--- config.mk ---
export PLATFORM = sky130hd
export DESIGN_NAME = uart_mmio_controller
export DESIGN_NICKNAME = d
export VERILOG_FILES = /design/src/rtl/arch_defs_pkg.sv /design/src/rtl/uart_tx_sequencer.sv /design/src/rtl/uart_mmio_controller.sv
export SDC_FILE = /design/constraint.sdc
export NUM_CORES = 1
export LEC_CHECK = 0
export CAP_MARGIN = 10
export CORE_ASPECT_RATIO = 1.4
export CORE_MARGIN = 5
export CORE_UTILIZATION = 42
export CTS_CLUSTER_DIAMETER = 150
export DETAILED_ROUTE_END_ITERATION = 10
export PLACE_DENSITY = 0.74
export REMOVE_ABC_BUFFERS = 1
export SLEW_MARGIN = 15
export SYNTH_ARGS = -nofsm -noshare
export SYNTH_HDL_FRONTEND = slang
export SYNTH_SLANG_ARGS = --single-unit
--- constraint.sdc ---
create_clock -name clk -period 1.43 [get_ports clk]
set_input_delay 0.2145 -clock clk [delete_from_list [all_inputs] [get_ports clk]]
set_output_delay 0.2145 -clock clk [all_outputs]
set_load 0.01 [all_outputs]
--- src/rtl/arch_defs_pkg.sv ---
`default_nettype none
// ============================================================================
//  Module   : arch_defs_pkg
//  Purpose  : Shared definitions for the UART MMIO controller: bus width,
//             register addresses, STATUS/CONTROL/COMMAND bit indices and the
//             TX sequencer state type.
//  Ports    : none (package)
//  Revision : 1.0 - initial release
// ============================================================================
package arch_defs_pkg;

   localparam int DATA_WIDTH = 8;

   // Register select values on cpu_addr
   localparam logic [1:0] UART_REG_DATA    = 2'd0;
   localparam logic [1:0] UART_REG_STATUS  = 2'd1;
   localparam logic [1:0] UART_REG_CONTROL = 2'd2;
   localparam logic [1:0] UART_REG_COMMAND = 2'd3;

   // STATUS bit positions
   localparam int UART_STAT_TX_EMPTY  = 0;
   localparam int UART_STAT_RX_FULL   = 1;
   localparam int UART_STAT_FRAME_ERR = 2;
   localparam int UART_STAT_RX_OVR    = 3;
   localparam int UART_STAT_TX_OVR    = 4;

   // CONTROL bit positions
   localparam int UART_CTRL_RX_IRQ_EN = 0;
   localparam int UART_CTRL_TX_IRQ_EN = 1;

   // COMMAND bit positions
   localparam int UART_CMD_CLR_ERR = 0;
   localparam int UART_CMD_FLUSH   = 1;

   typedef enum logic [1:0] {
      TX_SEQ_IDLE      = 2'd0,
      TX_SEQ_START     = 2'd1,
      TX_SEQ_WAIT_BUSY = 2'd2,
      TX_SEQ_WAIT_DONE = 2'd3
   } uart_tx_seq_state_t;

endpackage : arch_defs_pkg
`default_nettype wire

--- src/rtl/uart_tx_sequencer.sv ---
`default_nettype none
// ============================================================================
//  Module   : uart_tx_sequencer
//  Purpose  : Single-entry TX holding register plus the FSM that launches the
//             held byte into the transmitter and follows its busy handshake.
//  Ports    : clk, reset          - clock, async active-high reset
//             wr_en, wr_data      - CPU write to the DATA register
//             flush               - empties the holding register
//             tx_strobe_busy      - transmitter busy level
//             tx_hold_full        - holding register occupied
//             wr_drop             - write rejected this cycle (holding full)
//             fsm_idle            - sequencer in IDLE
//             tx_parallel_data_in - launched byte (held until next launch)
//             tx_strobe_start     - one-cycle start pulse (registered)
//  Revision : 1.0 - initial release
// ============================================================================
module uart_tx_sequencer
   import arch_defs_pkg::*;
#(
   parameter int DATA_WIDTH = arch_defs_pkg::DATA_WIDTH
) (
   input  logic                  clk,
   input  logic                  reset,
   input  logic                  wr_en,
   input  logic [DATA_WIDTH-1:0] wr_data,
   input  logic                  flush,
   input  logic                  tx_strobe_busy,
   output logic                  tx_hold_full,
   output logic                  wr_drop,
   output logic                  fsm_idle,
   output logic [DATA_WIDTH-1:0] tx_parallel_data_in,
   output logic                  tx_strobe_start
);

   uart_tx_seq_state_t    r_state;
   logic [DATA_WIDTH-1:0] r_hold;
   logic                  r_hold_full;
   logic [DATA_WIDTH-1:0] r_tx_data;
   logic                  r_start;

   // A write is only accepted into an empty holding register.
   assign wr_drop             = wr_en & r_hold_full;
   assign tx_hold_full        = r_hold_full;
   assign fsm_idle            = (r_state == TX_SEQ_IDLE);
   assign tx_parallel_data_in = r_tx_data;
   assign tx_strobe_start     = r_start;

   always_ff @(posedge clk or posedge reset) begin
      if (reset) begin
         r_state     <= TX_SEQ_IDLE;
         r_hold      <= '0;
         r_hold_full <= 1'b0;
         r_tx_data   <= '0;
         r_start     <= 1'b0;
      end else begin
         // Holding register: an accepted write outranks flush and the
         // release performed by START.
         if (wr_en && !r_hold_full) begin
            r_hold      <= wr_data;
            r_hold_full <= 1'b1;
         end else if (flush || (r_state == TX_SEQ_START)) begin
            r_hold_full <= 1'b0;
         end

         r_start <= 1'b0;

         case (r_state)
            TX_SEQ_IDLE: begin
               if (r_hold_full) begin
                  // Start pulse and launched byte are registered on entry
                  // so both are valid exactly during the START cycle.
                  r_state   <= TX_SEQ_START;
                  r_start   <= 1'b1;
                  r_tx_data <= r_hold;
               end
            end
            TX_SEQ_START: begin
               r_state <= TX_SEQ_WAIT_BUSY;
            end
            TX_SEQ_WAIT_BUSY: begin
               if (tx_strobe_busy) begin
                  r_state <= TX_SEQ_WAIT_DONE;
               end
            end
            TX_SEQ_WAIT_DONE: begin
               if (!tx_strobe_busy) begin
                  r_state <= TX_SEQ_IDLE;
               end
            end
            default: begin
               r_state <= TX_SEQ_IDLE;
            end
         endcase
      end
   end

endmodule : uart_tx_sequencer
`default_nettype wire

--- src/rtl/uart_mmio_controller.sv ---
`default_nettype none
// ============================================================================
//  Module   : uart_mmio_controller
//  Purpose  : Memory-mapped register front end for a UART transmitter/receiver
//             pair: TX holding register with start/busy sequencing, RX buffer
//             with sticky frame-error/overrun flags, one level interrupt.
//  Ports    : clk, reset                  - clock, async active-high reset
//             cpu_addr/wr_en/rd_en        - register select and strobes
//             cpu_data_in/cpu_data_out    - write data / combinational read
//             irq                         - registered interrupt level
//             tx_parallel_data_in,
//             tx_strobe_start,
//             tx_strobe_busy              - transmitter handshake
//             rx_strobe_data_ready_level,
//             rx_parallel_data_out,
//             rx_status_reg               - receiver outputs
//  Revision : 1.0 - initial release
// ============================================================================
module uart_mmio_controller
   import arch_defs_pkg::*;
#(
   parameter int DATA_WIDTH = arch_defs_pkg::DATA_WIDTH
) (
   input  logic                  clk,
   input  logic                  reset,
   input  logic [1:0]            cpu_addr,
   input  logic                  cpu_wr_en,
   input  logic                  cpu_rd_en,
   input  logic [DATA_WIDTH-1:0] cpu_data_in,
   output logic [DATA_WIDTH-1:0] cpu_data_out,
   output logic                  irq,
   output logic [DATA_WIDTH-1:0] tx_parallel_data_in,
   output logic                  tx_strobe_start,
   input  logic                  tx_strobe_busy,
   input  logic                  rx_strobe_data_ready_level,
   input  logic [DATA_WIDTH-1:0] rx_parallel_data_out,
   input  logic [1:0]            rx_status_reg
);

   logic [DATA_WIDTH-1:0] r_rx_buf;
   logic                  r_rx_full;
   logic                  r_frame_err;
   logic                  r_rx_ovr;
   logic                  r_tx_ovr;
   logic                  r_rx_irq_en;
   logic                  r_tx_irq_en;
   logic                  r_rdy_prev;
   logic                  r_irq;

   logic                  w_data_wr;
   logic                  w_data_rd;
   logic                  w_ctrl_wr;
   logic                  w_cmd_wr;
   logic                  w_clr_err;
   logic                  w_flush;
   logic                  w_capture;
   logic                  w_rx_load;
   logic                  w_rx_overrun;
   logic                  w_hold_full;
   logic                  w_wr_drop;
   logic                  w_fsm_idle;
   logic                  w_unused_rx_status;

   assign w_data_wr    = cpu_wr_en & (cpu_addr == UART_REG_DATA);
   assign w_data_rd    = cpu_rd_en & (cpu_addr == UART_REG_DATA);
   assign w_ctrl_wr    = cpu_wr_en & (cpu_addr == UART_REG_CONTROL);
   assign w_cmd_wr     = cpu_wr_en & (cpu_addr == UART_REG_COMMAND);
   assign w_clr_err    = w_cmd_wr & cpu_data_in[UART_CMD_CLR_ERR];
   assign w_flush      = w_cmd_wr & cpu_data_in[UART_CMD_FLUSH];

   // Rising edge of the receiver ready level marks a new byte. A DATA read in
   // the same cycle frees the buffer, so the new byte is still taken.
   assign w_capture    = rx_strobe_data_ready_level & ~r_rdy_prev;
   assign w_rx_load    = w_capture & (~r_rx_full | w_data_rd);
   assign w_rx_overrun = w_capture & r_rx_full & ~w_data_rd;

   // Only the frame-error bit of the receiver status is meaningful here.
   assign w_unused_rx_status = rx_status_reg[1];

   uart_tx_sequencer #(
      .DATA_WIDTH (DATA_WIDTH)
   ) u_tx_seq (
      .clk                 (clk),
      .reset               (reset),
      .wr_en               (w_data_wr),
      .wr_data             (cpu_data_in),
      .flush               (w_flush),
      .tx_strobe_busy      (tx_strobe_busy),
      .tx_hold_full        (w_hold_full),
      .wr_drop             (w_wr_drop),
      .fsm_idle            (w_fsm_idle),
      .tx_parallel_data_in (tx_parallel_data_in),
      .tx_strobe_start     (tx_strobe_start)
   );

   always_ff @(posedge clk or posedge reset) begin
      if (reset) begin
         r_rx_buf    <= '0;
         r_rx_full   <= 1'b0;
         r_frame_err <= 1'b0;
         r_rx_ovr    <= 1'b0;
         r_tx_ovr    <= 1'b0;
         r_rx_irq_en <= 1'b0;
         r_tx_irq_en <= 1'b0;
         r_rdy_prev  <= 1'b0;
         r_irq       <= 1'b0;
      end else begin
         r_rdy_prev <= rx_strobe_data_ready_level;

         // A capture keeps rx_full set even when a flush or read coincides.
         if (w_rx_load) begin
            r_rx_buf  <= rx_parallel_data_out;
            r_rx_full <= 1'b1;
         end else if (!w_capture && (w_data_rd || w_flush)) begin
            r_rx_full <= 1'b0;
         end

         // Sticky flags: a set event outranks a simultaneous clear.
         if (w_capture && rx_status_reg[0]) begin
            r_frame_err <= 1'b1;
         end else if (w_clr_err) begin
            r_frame_err <= 1'b0;
         end

         if (w_rx_overrun) begin
            r_rx_ovr <= 1'b1;
         end else if (w_clr_err) begin
            r_rx_ovr <= 1'b0;
         end

         if (w_wr_drop) begin
            r_tx_ovr <= 1'b1;
         end else if (w_clr_err) begin
            r_tx_ovr <= 1'b0;
         end

         if (w_ctrl_wr) begin
            r_rx_irq_en <= cpu_data_in[UART_CTRL_RX_IRQ_EN];
            r_tx_irq_en <= cpu_data_in[UART_CTRL_TX_IRQ_EN];
         end

         r_irq <= (r_rx_irq_en & r_rx_full) |
                  (r_tx_irq_en & ~w_hold_full & w_fsm_idle);
      end
   end

   assign irq = r_irq;

   always_comb begin
      cpu_data_out = '0;
      case (cpu_addr)
         UART_REG_DATA: begin
            cpu_data_out = r_rx_buf;
         end
         UART_REG_STATUS: begin
            cpu_data_out[UART_STAT_TX_EMPTY]  = ~w_hold_full;
            cpu_data_out[UART_STAT_RX_FULL]   = r_rx_full;
            cpu_data_out[UART_STAT_FRAME_ERR] = r_frame_err;
            cpu_data_out[UART_STAT_RX_OVR]    = r_rx_ovr;
            cpu_data_out[UART_STAT_TX_OVR]    = r_tx_ovr;
         end
         UART_REG_CONTROL: begin
            cpu_data_out[UART_CTRL_RX_IRQ_EN] = r_rx_irq_en;
            cpu_data_out[UART_CTRL_TX_IRQ_EN] = r_tx_irq_en;
         end
         default: begin
            cpu_data_out = '0;
         end
      endcase
   end

endmodule : uart_mmio_controller
`default_nettype wire

==> impl_metrics.env <==
export IMPL_yosys_warnings=0
export IMPL_crit_type="reg2reg"
export IMPL_seqCellArea_um2=902
export IMPL_detail_route_antenna_nets=0
export IMPL_antennaDiodeCount=0
export IMPL_finalHoldViolations=0
export IMPL_synth_adder_area_share=0.0393
export IMPL_core_area_um2=3640
export IMPL_synth_common_cells="dfrtp_1, mux2_2, nand2_1, nor2_1, inv_1"
export IMPL_die_area_um2=5130
export IMPL_gr_total_overflow=0
export IMPL_synth_compound_area_share=0.0559
export IMPL_period_share=1.01
export IMPL_cp_start_kind="register"
export IMPL_grt_max_degree=37
export IMPL_max_stage_delay_ns=0.46
export IMPL_ys_types=21
export IMPL_async_flop_share=1.00
export IMPL_synthSimpleGateAreaFrac=0.0865
export IMPL_synthToLayoutAreaGrowth_pct=54.1
export IMPL_clockBufferDepth=2
export IMPL_required_ns=1.59
export IMPL_grt_antenna_before_repair=0
export IMPL_grt_pass1_wl_um=6040
export IMPL_path_delay_family="flip-flops"
export IMPL_critPathLaunch="u_tx_seq.r_state[1]"
export IMPL_dr_pass1_iters=4
export IMPL_rr_startpoint="u_tx_seq.r_state[1]"
export IMPL_first_iter_violations=17
export IMPL_synth_seq_cells=36
export IMPL_rsz0062_at_grt="yes"
export IMPL_drc=0
export IMPL_peakVddDrop_uv=1170
export IMPL_synth_edf_count=0
export IMPL_start_util=0.436
export IMPL_cts_tree="done"
export IMPL_htreeDepth=2
export IMPL_leakage_nw=1.20
export IMPL_cap_violations=0
export IMPL_multi_input_area_um2=728
export IMPL_wirelength_um=3630
export IMPL_worst_r2r_endpoint="u_tx_seq.r_state[0]"
export IMPL_n_fill_cell=277
export IMPL_numCtsBuffers=5
export IMPL_synthMuxAreaShare=0.223
export IMPL_fp_dieW_um=62.0
export IMPL_drive_gt1_frac=0.396
export IMPL_path_buf_inv=1
export IMPL_synthDominantCellAreaShare=0.566
export IMPL_fmax_mhz=693
export IMPL_vias_per_cell=5.04
export IMPL_skew_ns=0.00486
export IMPL_path_max_fanout=4
export IMPL_place_congestion=0.709
export IMPL_hp_class="in2async"
export IMPL_cts_hold_buf=0
export IMPL_maxSlewViolCount=0
export IMPL_ys_flop_type="dfrtp_1"
export IMPL_synth_cell_area_um2=1590
export IMPL_relSlewSlack=0.857
export IMPL_synth_xor_area_share=0
export IMPL_avgSynthCellArea_um2=12.7
export IMPL_setup_viol=3
export IMPL_failed_checks="negative setup slack"
export IMPL_vias=1180
export IMPL_clock_sinks=36
export IMPL_r2r_slack_ns=-0.01
export IMPL_root_buffer="clkbuf_8"
export IMPL_crit_path_end_kind="register"
export IMPL_tightestPinTransition_ns=0.213
export IMPL_synth_top_family_by_area="multiplexers"
export IMPL_synth_area_top_cells="dfrtp_1, mux2_2, ha_1"
export IMPL_power_density_nw_per_um2=1580
export IMPL_io_buffers=42
export IMPL_fin_util=0.673
export IMPL_rr_worst_depth=5
export IMPL_grt_usage=0.155
export IMPL_first_global_vias=1329
export IMPL_fin_ws_ns=-0.0131
export IMPL_post_drt_wl_per_cell_um=15.5
export IMPL_insertion_delay_ns=0.28
export IMPL_die_y_um=82.8
export IMPL_status="finished, violations left"
export IMPL_yosysMostFrequentCell="dfrtp_1"
export IMPL_cp_cell_sequence="ha_4, nor2b_4, a221o_1, buf_4, mux2i_2"
export IMPL_synthCells=125
export IMPL_hold_slack_ns=0.278
export IMPL_dp_hpwl_um=2640
export IMPL_period_needed_ns=1.44
export IMPL_synth_top_cell_by_area="dfrtp_1"
export IMPL_slowest_stage="dfrtp_2"
export IMPL_nNetsFinal=222
export IMPL_clkSlewWorstSetupHoldPaths_ns=0.07
export IMPL_pin_count=44
export IMPL_critPathArrivalTime_ns=1.60
export IMPL_yosysSeqAreaShare=0.566
export IMPL_rows=26
-- how the worst max path moves through the flow --
stage | to | slack (ns) | depth (start not counted)
3_3_place_gp | cpu_data_out[1] | -0.52 | 6
4_1_cts | u_tx_seq.r_state[1] | -0.006 | 4
6_report | u_tx_seq.r_state[0] | -0.01 | 5
2_1_floorplan | u_tx_seq.r_state[1] | 0.009 | 5
5_1_grt | u_tx_seq.r_state[0] | -0.05 | 5
3_5_place_dp | r_rx_buf[0] | -0.55 | 4
-- layout by cell type, fill, tap and decap left out, drive strengths merged --
master         count
bufinv             1
nor2b              3
o21ai              6
dfrtp             36
inv                7
clkinvlp           1
a221o              1
clkdlybuf4s15      2
and3               1
and2               3
dlymetal6s2s       8
a211oi             1
nand4              1
nand3              2
ha                 5
nand2b             1
dlygate4sd2        5
mux2              27
or3b               1
clkbuf             8
buf               22
mux2i              5
clkinv             1
nand2              8
a32o               1
a21oi              4
nor2               8
clkdlybuf4s50     23
-- cell type report --
class,count,area share
tap,42,0.0214
inverter,7,0.0107
multi-input combinational,78,0.297
timing repair buffer,63,0.257
clock buffer,5,0.0281
sequential,36,0.368
clock inverter,3,0.0174
-- tightest hold or removal path, delay by kind of cell --
family | cells | cell delay, ns
buffers and inverters | 3 | 0.71
-- report_power, final --
group / switching [W] / total [W] / leakage (nW) / internal [W]
Clock: 0.000350 / 0.000865 / 0.0541 / 0.000515
Combinational: 0.000543 / 0.00145 / 0.716 / 0.000907
Sequential: 0.000204 / 0.00156 / 0.429 / 0.00135
-- sequential cells by signal (all words and copies together), names as in the netlist --
signal                        cells
r_rx_irq_en                       1
r_rx_full                         1
r_rx_buf                          8
irq                               1
u_tx_seq.tx_strobe_start          1
r_tx_irq_en                       1
r_rx_ovr                          1
u_tx_seq.tx_parallel_data_in      8
u_tx_seq.tx_hold_full             1
r_frame_err                       1
r_rdy_prev                        1
u_tx_seq.r_state                  2
r_tx_ovr                          1
u_tx_seq.r_hold                   8
-- timing repair --
item                                    4_1_cts  5_1_grt
cloned                                        0        0
resized for setup                            30       28
buffers inserted                              5        3
pin swaps                                     2        3
endpoints found under the setup margin       26       28
-- layer usage --
| metal | share of wire | GRT usage |
|---|---|---|
| met1 | 0.38 | 0.175 |
| met2 | 0.54 | 0.256 |
| met3 | 0.063 | 0.0528 |
| met4 | 0.024 | 0.0618 |
| met5 | 0 | 0 |
-- kinds of logic (layout without fill, tap and decap cells) --
logic type | after synthesis | in the layout
fa+ha+maj | 5 | 5
buf+inv | 11 | 78
simple gates | 28 | 28
flops | 36 | 36
compound gates | 13 | 13
mux | 32 | 32
-- through the flow --
stage	cell area [um2]	cells	setup TNS (ns)	setup slack (ns)	power [W]
after floorplan	1570	121	0	0.00862	0.00215
after global placement	2180	218	-11.54	-0.518	0.00275
after detailed placement	2180	218	-12.35	-0.546	0.00283
after CTS	2380	231	-0.00715	-0.00555	0.00379
after global routing	2450	234	-0.210	-0.0520	0.00411
final	2450	234	-0.0181	-0.0131	0.00387
No activity file was read; power rests on OpenSTA's default activity.
